`src/rtl/reg_file_sb_if.sv`:
```
// Command/response channel of reg_file_sb. Defining REG_FILE_WB_EN adds the
// always-accepted writeback port (i_wb_valid/i_wb_reg/i_wb_data).
interface reg_file_sb_if #(
    parameter int DATA_WIDTH = 32,
    parameter int IDX_W      = 3
);
    logic                  i_valid;
    logic                  o_ready;
    logic [1:0]            i_cmd;
    logic [IDX_W-1:0]      i_reg_a;
    logic [IDX_W-1:0]      i_reg_b;
    logic [DATA_WIDTH-1:0] i_data;
    logic                  o_res_valid;
    logic                  i_res_ready;
    logic [DATA_WIDTH-1:0] o_data_a;
    logic [DATA_WIDTH-1:0] o_data_b;
    logic [1:0]            o_busy;
    logic                  o_err;
`ifdef REG_FILE_WB_EN
    logic                  i_wb_valid;
    logic [IDX_W-1:0]      i_wb_reg;
    logic [DATA_WIDTH-1:0] i_wb_data;

    modport slave (
        input  i_valid, i_cmd, i_reg_a, i_reg_b, i_data, i_res_ready,
        input  i_wb_valid, i_wb_reg, i_wb_data,
        output o_ready, o_res_valid, o_data_a, o_data_b, o_busy, o_err
    );
    modport master (
        output i_valid, i_cmd, i_reg_a, i_reg_b, i_data, i_res_ready,
        output i_wb_valid, i_wb_reg, i_wb_data,
        input  o_ready, o_res_valid, o_data_a, o_data_b, o_busy, o_err
    );
`else
    modport slave (
        input  i_valid, i_cmd, i_reg_a, i_reg_b, i_data, i_res_ready,
        output o_ready, o_res_valid, o_data_a, o_data_b, o_busy, o_err
    );
    modport master (
        output i_valid, i_cmd, i_reg_a, i_reg_b, i_data, i_res_ready,
        input  o_ready, o_res_valid, o_data_a, o_data_b, o_busy, o_err
    );
`endif
endinterface

```
`src/rtl/reg_file_sb.sv`:
```
// Register file with per-register pending-write counters; one command per cycle,
// registered response. Optional writeback port enabled by REG_FILE_WB_EN.
module reg_file_sb #(
    parameter int DATA_WIDTH = 32,
    parameter int NUM_REGS   = 8,
    parameter int PEND_W     = 2
) (
    input logic          clk,
    input logic          reset,
    reg_file_sb_if.slave bus
);
    localparam int IDX_W = (NUM_REGS > 1) ? $clog2(NUM_REGS) : 1;
    localparam logic [PEND_W-1:0] PEND_MAX = '1;

    typedef enum logic [1:0] {
        CMD_READ  = 2'd0,
        CMD_WRITE = 2'd1,
        CMD_MARKD = 2'd2,
        CMD_CHECK = 2'd3
    } cmd_e;

    logic [DATA_WIDTH-1:0] regs_q [NUM_REGS];
    logic [DATA_WIDTH-1:0] regs_w [NUM_REGS];
    logic [DATA_WIDTH-1:0] regs_d [NUM_REGS];
    logic [PEND_W-1:0]     pend_q [NUM_REGS];
    logic [PEND_W-1:0]     pend_w [NUM_REGS];
    logic [PEND_W-1:0]     pend_d [NUM_REGS];

    logic                  res_valid_q;
    logic [DATA_WIDTH-1:0] data_a_q, data_a_d;
    logic [DATA_WIDTH-1:0] data_b_q, data_b_d;
    logic [1:0]            busy_q, busy_d;
    logic                  err_q, err_d;

    cmd_e             cmd;
    logic [IDX_W-1:0] a_idx, b_idx;
    logic             a_ok, b_ok, uses_b, accept, ready;
    logic             wb_ok, wb_hit_a;

    assign cmd    = cmd_e'(bus.i_cmd);
    assign a_idx  = bus.i_reg_a;
    assign b_idx  = bus.i_reg_b;
    assign a_ok   = 32'(a_idx) < 32'(NUM_REGS);
    assign b_ok   = 32'(b_idx) < 32'(NUM_REGS);
    assign uses_b = (cmd == CMD_READ) || (cmd == CMD_CHECK);
    assign ready  = !reset && (!res_valid_q || bus.i_res_ready);
    assign accept = bus.i_valid && ready;

    always_comb begin
        regs_w = regs_q;
        pend_w = pend_q;
`ifdef REG_FILE_WB_EN
        wb_ok    = bus.i_wb_valid && (32'(bus.i_wb_reg) < 32'(NUM_REGS));
        wb_hit_a = wb_ok && (bus.i_wb_reg == a_idx);
        if (wb_ok) begin
            regs_w[bus.i_wb_reg] = bus.i_wb_data;
            if (pend_q[bus.i_wb_reg] != '0)
                pend_w[bus.i_wb_reg] = pend_q[bus.i_wb_reg] - 1'b1;
        end
`else
        wb_ok    = 1'b0;
        wb_hit_a = 1'b0;
`endif
        // Commands act on the post-writeback view, which gives forwarding for
        // READ/CHECK and the combined minus-two for WRITE against writeback.
        regs_d   = regs_w;
        pend_d   = pend_w;
        data_a_d = '0;
        data_b_d = '0;
        busy_d   = '0;
        err_d    = 1'b0;
        if (accept) begin
            busy_d[0] = a_ok && (pend_w[a_idx] != '0);
            busy_d[1] = uses_b && b_ok && (pend_w[b_idx] != '0);
            unique case (cmd)
                CMD_READ: begin
                    if (a_ok) data_a_d = regs_w[a_idx];
                    if (b_ok) data_b_d = regs_w[b_idx];
                    err_d = !(a_ok && b_ok);
                end
                CMD_CHECK: begin
                    if (a_ok) data_a_d = DATA_WIDTH'(pend_w[a_idx]);
                    if (b_ok) data_b_d = DATA_WIDTH'(pend_w[b_idx]);
                    err_d = !(a_ok && b_ok);
                end
                CMD_WRITE: begin
                    if (!a_ok) begin
                        err_d = 1'b1;
                    end else begin
                        regs_d[a_idx] = bus.i_data;
                        data_a_d      = bus.i_data;
                        if (pend_w[a_idx] != '0) pend_d[a_idx] = pend_w[a_idx] - 1'b1;
                        else                     err_d = 1'b1;
                    end
                end
                CMD_MARKD: begin
                    if (!a_ok) begin
                        err_d = 1'b1;
                    end else if (wb_hit_a) begin
                        // Increment and writeback decrement cancel exactly, even at 0.
                        pend_d[a_idx] = pend_q[a_idx];
                        data_a_d      = DATA_WIDTH'(pend_q[a_idx]);
                    end else if (pend_w[a_idx] == PEND_MAX) begin
                        err_d    = 1'b1;
                        data_a_d = DATA_WIDTH'(pend_w[a_idx]);
                    end else begin
                        pend_d[a_idx] = pend_w[a_idx] + 1'b1;
                        data_a_d      = DATA_WIDTH'(pend_d[a_idx]);
                    end
                end
            endcase
        end
    end

    always_ff @(posedge clk) begin
        if (reset) begin
            regs_q      <= '{default: '0};
            pend_q      <= '{default: '0};
            res_valid_q <= 1'b0;
            data_a_q    <= '0;
            data_b_q    <= '0;
            busy_q      <= '0;
            err_q       <= 1'b0;
        end else begin
            regs_q <= regs_d;
            pend_q <= pend_d;
            if (accept) begin
                res_valid_q <= 1'b1;
                data_a_q    <= data_a_d;
                data_b_q    <= data_b_d;
                busy_q      <= busy_d;
                err_q       <= err_d;
            end else if (bus.i_res_ready) begin
                res_valid_q <= 1'b0;
            end
        end
    end

    assign bus.o_ready     = ready;
    assign bus.o_res_valid = res_valid_q;
    assign bus.o_data_a    = data_a_q;
    assign bus.o_data_b    = data_b_q;
    assign bus.o_busy      = busy_q;
    assign bus.o_err       = err_q;
endmodule

```
`src/flat_wrapper.sv`:
```
// flat-port wrapper written by rule: the top's interface ports become plain ports
module reg_file_sb_flat 
#(
    parameter int DATA_WIDTH = 32,
    parameter int NUM_REGS   = 8,
    parameter int PEND_W     = 2
)
  (clk, reset, bus_i_valid, bus_i_cmd, bus_i_reg_a, bus_i_reg_b, bus_i_data, bus_i_res_ready, bus_o_ready, bus_o_res_valid, bus_o_data_a, bus_o_data_b, bus_o_busy, bus_o_err);
  reg_file_sb_if #(.DATA_WIDTH(DATA_WIDTH), .IDX_W(3)) bus_i ();
  input logic clk;
  input logic reset;
  input wire logic [$bits(bus_i.i_valid)-1:0] bus_i_valid;
  input wire logic [$bits(bus_i.i_cmd)-1:0] bus_i_cmd;
  input wire logic [$bits(bus_i.i_reg_a)-1:0] bus_i_reg_a;
  input wire logic [$bits(bus_i.i_reg_b)-1:0] bus_i_reg_b;
  input wire logic [$bits(bus_i.i_data)-1:0] bus_i_data;
  input wire logic [$bits(bus_i.i_res_ready)-1:0] bus_i_res_ready;
  output wire logic [$bits(bus_i.o_ready)-1:0] bus_o_ready;
  output wire logic [$bits(bus_i.o_res_valid)-1:0] bus_o_res_valid;
  output wire logic [$bits(bus_i.o_data_a)-1:0] bus_o_data_a;
  output wire logic [$bits(bus_i.o_data_b)-1:0] bus_o_data_b;
  output wire logic [$bits(bus_i.o_busy)-1:0] bus_o_busy;
  output wire logic [$bits(bus_i.o_err)-1:0] bus_o_err;
  assign bus_i.i_valid = bus_i_valid;
  assign bus_i.i_cmd = bus_i_cmd;
  assign bus_i.i_reg_a = bus_i_reg_a;
  assign bus_i.i_reg_b = bus_i_reg_b;
  assign bus_i.i_data = bus_i_data;
  assign bus_i.i_res_ready = bus_i_res_ready;
  assign bus_o_ready = bus_i.o_ready;
  assign bus_o_res_valid = bus_i.o_res_valid;
  assign bus_o_data_a = bus_i.o_data_a;
  assign bus_o_data_b = bus_i.o_data_b;
  assign bus_o_busy = bus_i.o_busy;
  assign bus_o_err = bus_i.o_err;
  reg_file_sb #(.DATA_WIDTH(DATA_WIDTH), .NUM_REGS(NUM_REGS), .PEND_W(PEND_W)) u_core (.clk(clk), .reset(reset), .bus(bus_i));
endmodule
```
`config.mk`:
```
export PLATFORM = sky130hd
export DESIGN_NAME = reg_file_sb_flat
export DESIGN_NICKNAME = d
export VERILOG_FILES = /design/src/rtl/reg_file_sb_if.sv /design/src/rtl/reg_file_sb.sv /design/src/flat_wrapper.sv
export SDC_FILE = /design/constraint.sdc
export NUM_CORES = 1
export LEC_CHECK = 0
export BUFFER_PORTS_ARGS = -buffer_cell sky130_fd_sc_hd__clkbuf_2
export CAP_MARGIN = 20
export CELL_PAD_IN_SITES_DETAIL_PLACEMENT = 2
export CELL_PAD_IN_SITES_GLOBAL_PLACEMENT = 2
export CORE_MARGIN = 3
export CORE_UTILIZATION = 38
export CTS_CLUSTER_DIAMETER = 150
export CTS_CLUSTER_SIZE = 20
export DETAILED_ROUTE_END_ITERATION = 16
export GPL_TIMING_DRIVEN = 0
export PLACE_DENSITY_LB_ADDON = 0.1
export SLEW_MARGIN = 25
export SYNTH_ARGS = -nofsm -noshare
export SYNTH_HDL_FRONTEND = slang
export SYNTH_SLANG_ARGS = --single-unit
```
`constraint.sdc`:
```
create_clock -name clk -period 2.9 [get_ports clk]
set_clock_uncertainty 0.2 [all_clocks]
set_input_delay 0.29 -clock clk [delete_from_list [all_inputs] [get_ports clk]]
set_output_delay 0.29 -clock clk [all_outputs]
set_load 0.05 [all_outputs]
```
==> flow_summary.ini <==
[status]
outcome = finished clean

[synth]
synth_nets = 1979
yosysSeqAreaShare = 0.4093
synthFlopType = dfxtp_1
synth_xor_area_frac = 0.0005266
post_synth_mux_area_share = 0.1824
synth_top_family_by_area = multiplexers
syn_area_um2 = 16630
ys_ff_latch = 340
ys_types = 66
synth_compound_area_frac = 0.1805
synth_edf_count = 0
syn_inst = 1929
ys_async_sr_fraction = 0
synth-simple-area-share = 0.1623
avgSynthCellArea_um2 = 8.622
synthAdderAreaFrac = 0.004514
yosysWarnings = 0

[routing]
vias = 16697
drtAntennaViolNets = 0
route.met2.wl_mm = 40.16
drt_iter0_drc = 1735
drc = 0
drt-met1-wl_mm = 34.43
routed.top_layer = met5
wl_met3_mm = 7.585
vias_per_cell = 6.313
firstDrtPassIters = 5
wire_per_inst_um = 32.91
drt_wl_total_mm = 87.05

[placement]
portBuffers = 77
hpwlAfterDp_mm = 60.13
dp_cells = 2593
dpl_cell_area_um2 = 17780
gp_congestion = 0.9496

[sta]
fmax_ghz = 0.3458
fin_setup_tns_ns = 0
min_period_ns = 2.892
worst_pin_slew_ns = 1.215
finalMaxSlewViolations = 0
finalSetupViolations = 0
holdWs_ns = 0.009875
hold_viol_final = 0
grt_setup_unrepaired = no
timing.final.crit_share = 0.9973
maxSlewHeadroom = 0.1901

[floorplan]
fp-row-count = 76
start_util = 0.3852
die_h_um = 215.2
pin_count = 113
core-area_um2 = 43170
die_area_um2 = 46310
die_x_um = 215.2

[min_path]
min_delay_path_depth = 3
min_path_type = input port to register

[cts]
clk_path_buf_depth = 3
numCtsBuffers = 20
htreeDepth = 1
cts.clk_slew.worst_paths_ns = 0.09
cts_sinks = 340
clock_latency_ns = 0.58
cts_tree = done
root_buffer = clkbuf_16

[power]
switchingPower_w = 0.002659
switching_share = 0.2975
power_frac_seq = 0.530
p_comb_frac = 0.130
vdd_drop_max_mv = 0.4234
leakage_nw = 6.592
power.density_nw_per_um2 = 478.9
p_int_w = 0.006279
power_frac_clock = 0.340

[critical_path]
endpoint_kind = register
start_kind = input port
arrival_ns = 3.07
critPathMaxStageDelay_ns = 1.01
crit_end = u_core.regs_q[213]
cp.required_ns = 3.08
r2r_end = u_core.regs_q[213]
crit_slowest_cell = nor2_1
r2r-start = u_core.bus.o_res_valid
r2r_slack_ns = 0.05
startpoint = bus_i_reg_a[1]
cp_common_cell = nand2_1
critical_path_class = input port to register
crit_fanout = 10
rr_worst_depth = 7
path_cells = clkbuf_2 -> nand2b_1 -> nor2_1 -> nand2_1 -> clkbuf_1 -> nand2_1 -> a21oi_1

[grt]
grt_pass1_wl_mm = 124.5
grt-ovfl-total = 0
grt_max_degree = 21
grt_pass1_vias = 17454
grt_antenna_before_repair = 2
track_usage = 0.3685

[cells_and_area]
instances_no_fill = 2645
final_nets = 2111
syn2layout_area_growth_pct = 12.23
finalInstanceArea_um2 = 18660
final_util = 0.4323
final_layout_size_suffix_gt1_frac = 0.1830
antenna_cells = 0

[flow_run]
maxCapViolCount = 0
==> cells by family after synthesis <==
family	after synthesis
DFF	340
muxes	195
AOI/OAI and AO/OA	496
buffers and inverters	210
and+or+nand+nor	681
xor gates and xnor gates	1
adders and majority gates	6
==> cells in the mapped netlist, types with 3 or more instances <==
library cell  number  area (µm²)
a2111oi_0          3       26.28
a211oi_1           4       30.03
a21o_1             7       52.55
a21oi_1          319        1597
a221o_1            4       40.04
a221oi_1          17       148.9
a22o_1             6       52.55
a22oi_1           52       390.4
a22oi_2           14       175.2
and2_1             8       50.05
and3_1             3       18.77
buf_2             64       320.3
buf_4             13       97.59
buf_6              6       67.56
clkbuf_1         112       420.4
dfxtp_1          340        6807
ha_1               6       75.07
inv_1              8       30.03
mux2_2            59       664.4
mux2_4            13       195.2
mux2i_1           47       470.5
mux4_2            74        1667
nand2_1          561        2106
nand2b_1           3       18.77
nand3_1            8       40.04
nand3b_1           3       22.52
nor2_1            72       270.3
nor2b_1            8       50.05
nor3_1             3       15.01
o211ai_1           3       22.52
o21ai_0           24       120.1
o21ai_1           12       60.06
o221ai_1           9       78.83
o2bb2ai_1          3       26.28
==> routing by layer <==
metal | vias up | track usage
met1 | 8620 | 0.4668
met3 | 265 | 0.07523
met2 | 870 | 0.6062
li1 | 6940 | -
met5 | - | 0
met4 | 2 | 0.1692
==> worst min path at each step <==
stage                                       start                      end  slack [ns]
after floorplan                       bus_i_valid   u_core.bus.o_res_valid        0.21
after global placement    u_core.bus.o_data_a[11]  u_core.bus.o_data_a[11]        0.23
after detailed placement     u_core.bus.o_busy[1]     u_core.bus.o_busy[1]        0.25
after CTS                           bus_i_data[5]        u_core.regs_q[37]      0.0005
after global routing                bus_i_data[5]       u_core.regs_q[165]        0.03
final                               bus_i_data[2]        u_core.regs_q[98]        0.01
==> registers in the layout, indices dropped and copies added, names as in the netlist <==
signal,count
u_core.bus.o_data_b,32
u_core.regs_q,256
u_core.bus.o_err,1
u_core.bus.o_data_a,32
u_core.bus.o_busy,2
u_core.bus.o_res_valid,1
u_core.pend_q,16
==> power by group through the flow <==
stage | clock network [W] | logic [W] | registers [W]
detailed placement | 0 | 0.00108 | 0.00485
global route | 0.00322 | 0.00118 | 0.00475
CTS | 0.00306 | 0.00113 | 0.00474
finish | 0.00304 | 0.00116 | 0.00474
global placement | 0 | 0.00107 | 0.00485
floorplan | 0 | 0.000496 | 0.00494
==> area by class of cell <==
class / instances / area, µm²
Buffer: 199 / 985.9
Tap cell: 585 / 732.0
Fill cell: 4871 / 24510
Multi-Input combinational cell: 1379 / 8862
Timing Repair Buffer: 111 / 714.4
Sequential cell: 340 / 6807
Inverter: 10 / 37.54
Clock buffer: 21 / 525.5
==> through the flow <==
stage               setup WS, ns  total power, W
floorplan                 0.2969        0.005437
global placement         -0.7275        0.005912
detailed placement       -0.7203        0.005932
CTS                      0.02444        0.008927
global route            0.007609        0.009153
finish                  0.007859        0.008938
==> timing repair <==
item | CTS | global route
buffers inserted | 3 | 1
setup endpoints to repair | 20 | 27
hold buffers | 28 | 0
resized for setup | 9 | 5
hold endpoints to repair | 168 | 0
==> cell usage in the layout (no fill, tap or decap), types with 3 or more instances in the layout <==
cell,netlist,routed
mux2_4,13,13
a22oi_2,14,15
nor2_1,72,71
inv_1,8,8
o21ai_0,24,24
buf_6,6,9
dfxtp_1,340,340
a22oi_1,52,51
clkbuf_16,0,21
mux2i_1,47,46
buf_4,13,18
a21o_1,7,7
nand3_1,8,8
mux4_2,74,74
dlygate4sd3_1,0,28
nand2b_1,3,3
clkbuf_2,0,85
nand3b_1,3,3
a22o_1,6,6
buf_2,64,61
o211ai_1,3,3
a221oi_1,17,17
a21oi_1,319,319
mux2_2,59,59
nand2_1,561,560
a221o_1,4,4
a2111oi_0,3,3
o221ai_1,9,9
o21ai_1,12,12
nor2b_1,8,8
and3_1,3,3
clkbuf_1,112,104
and2_1,8,8
a211oi_1,4,4
o2bb2ai_1,3,3
ha_1,6,5
==> worst max-delay path: cells and delay by family <==
kind,cells,cell delay [ns]
simple gates,4,2.05
compound gates,1,0.10
buf+inv,2,0.62
(Power assumes the default switching activity.)
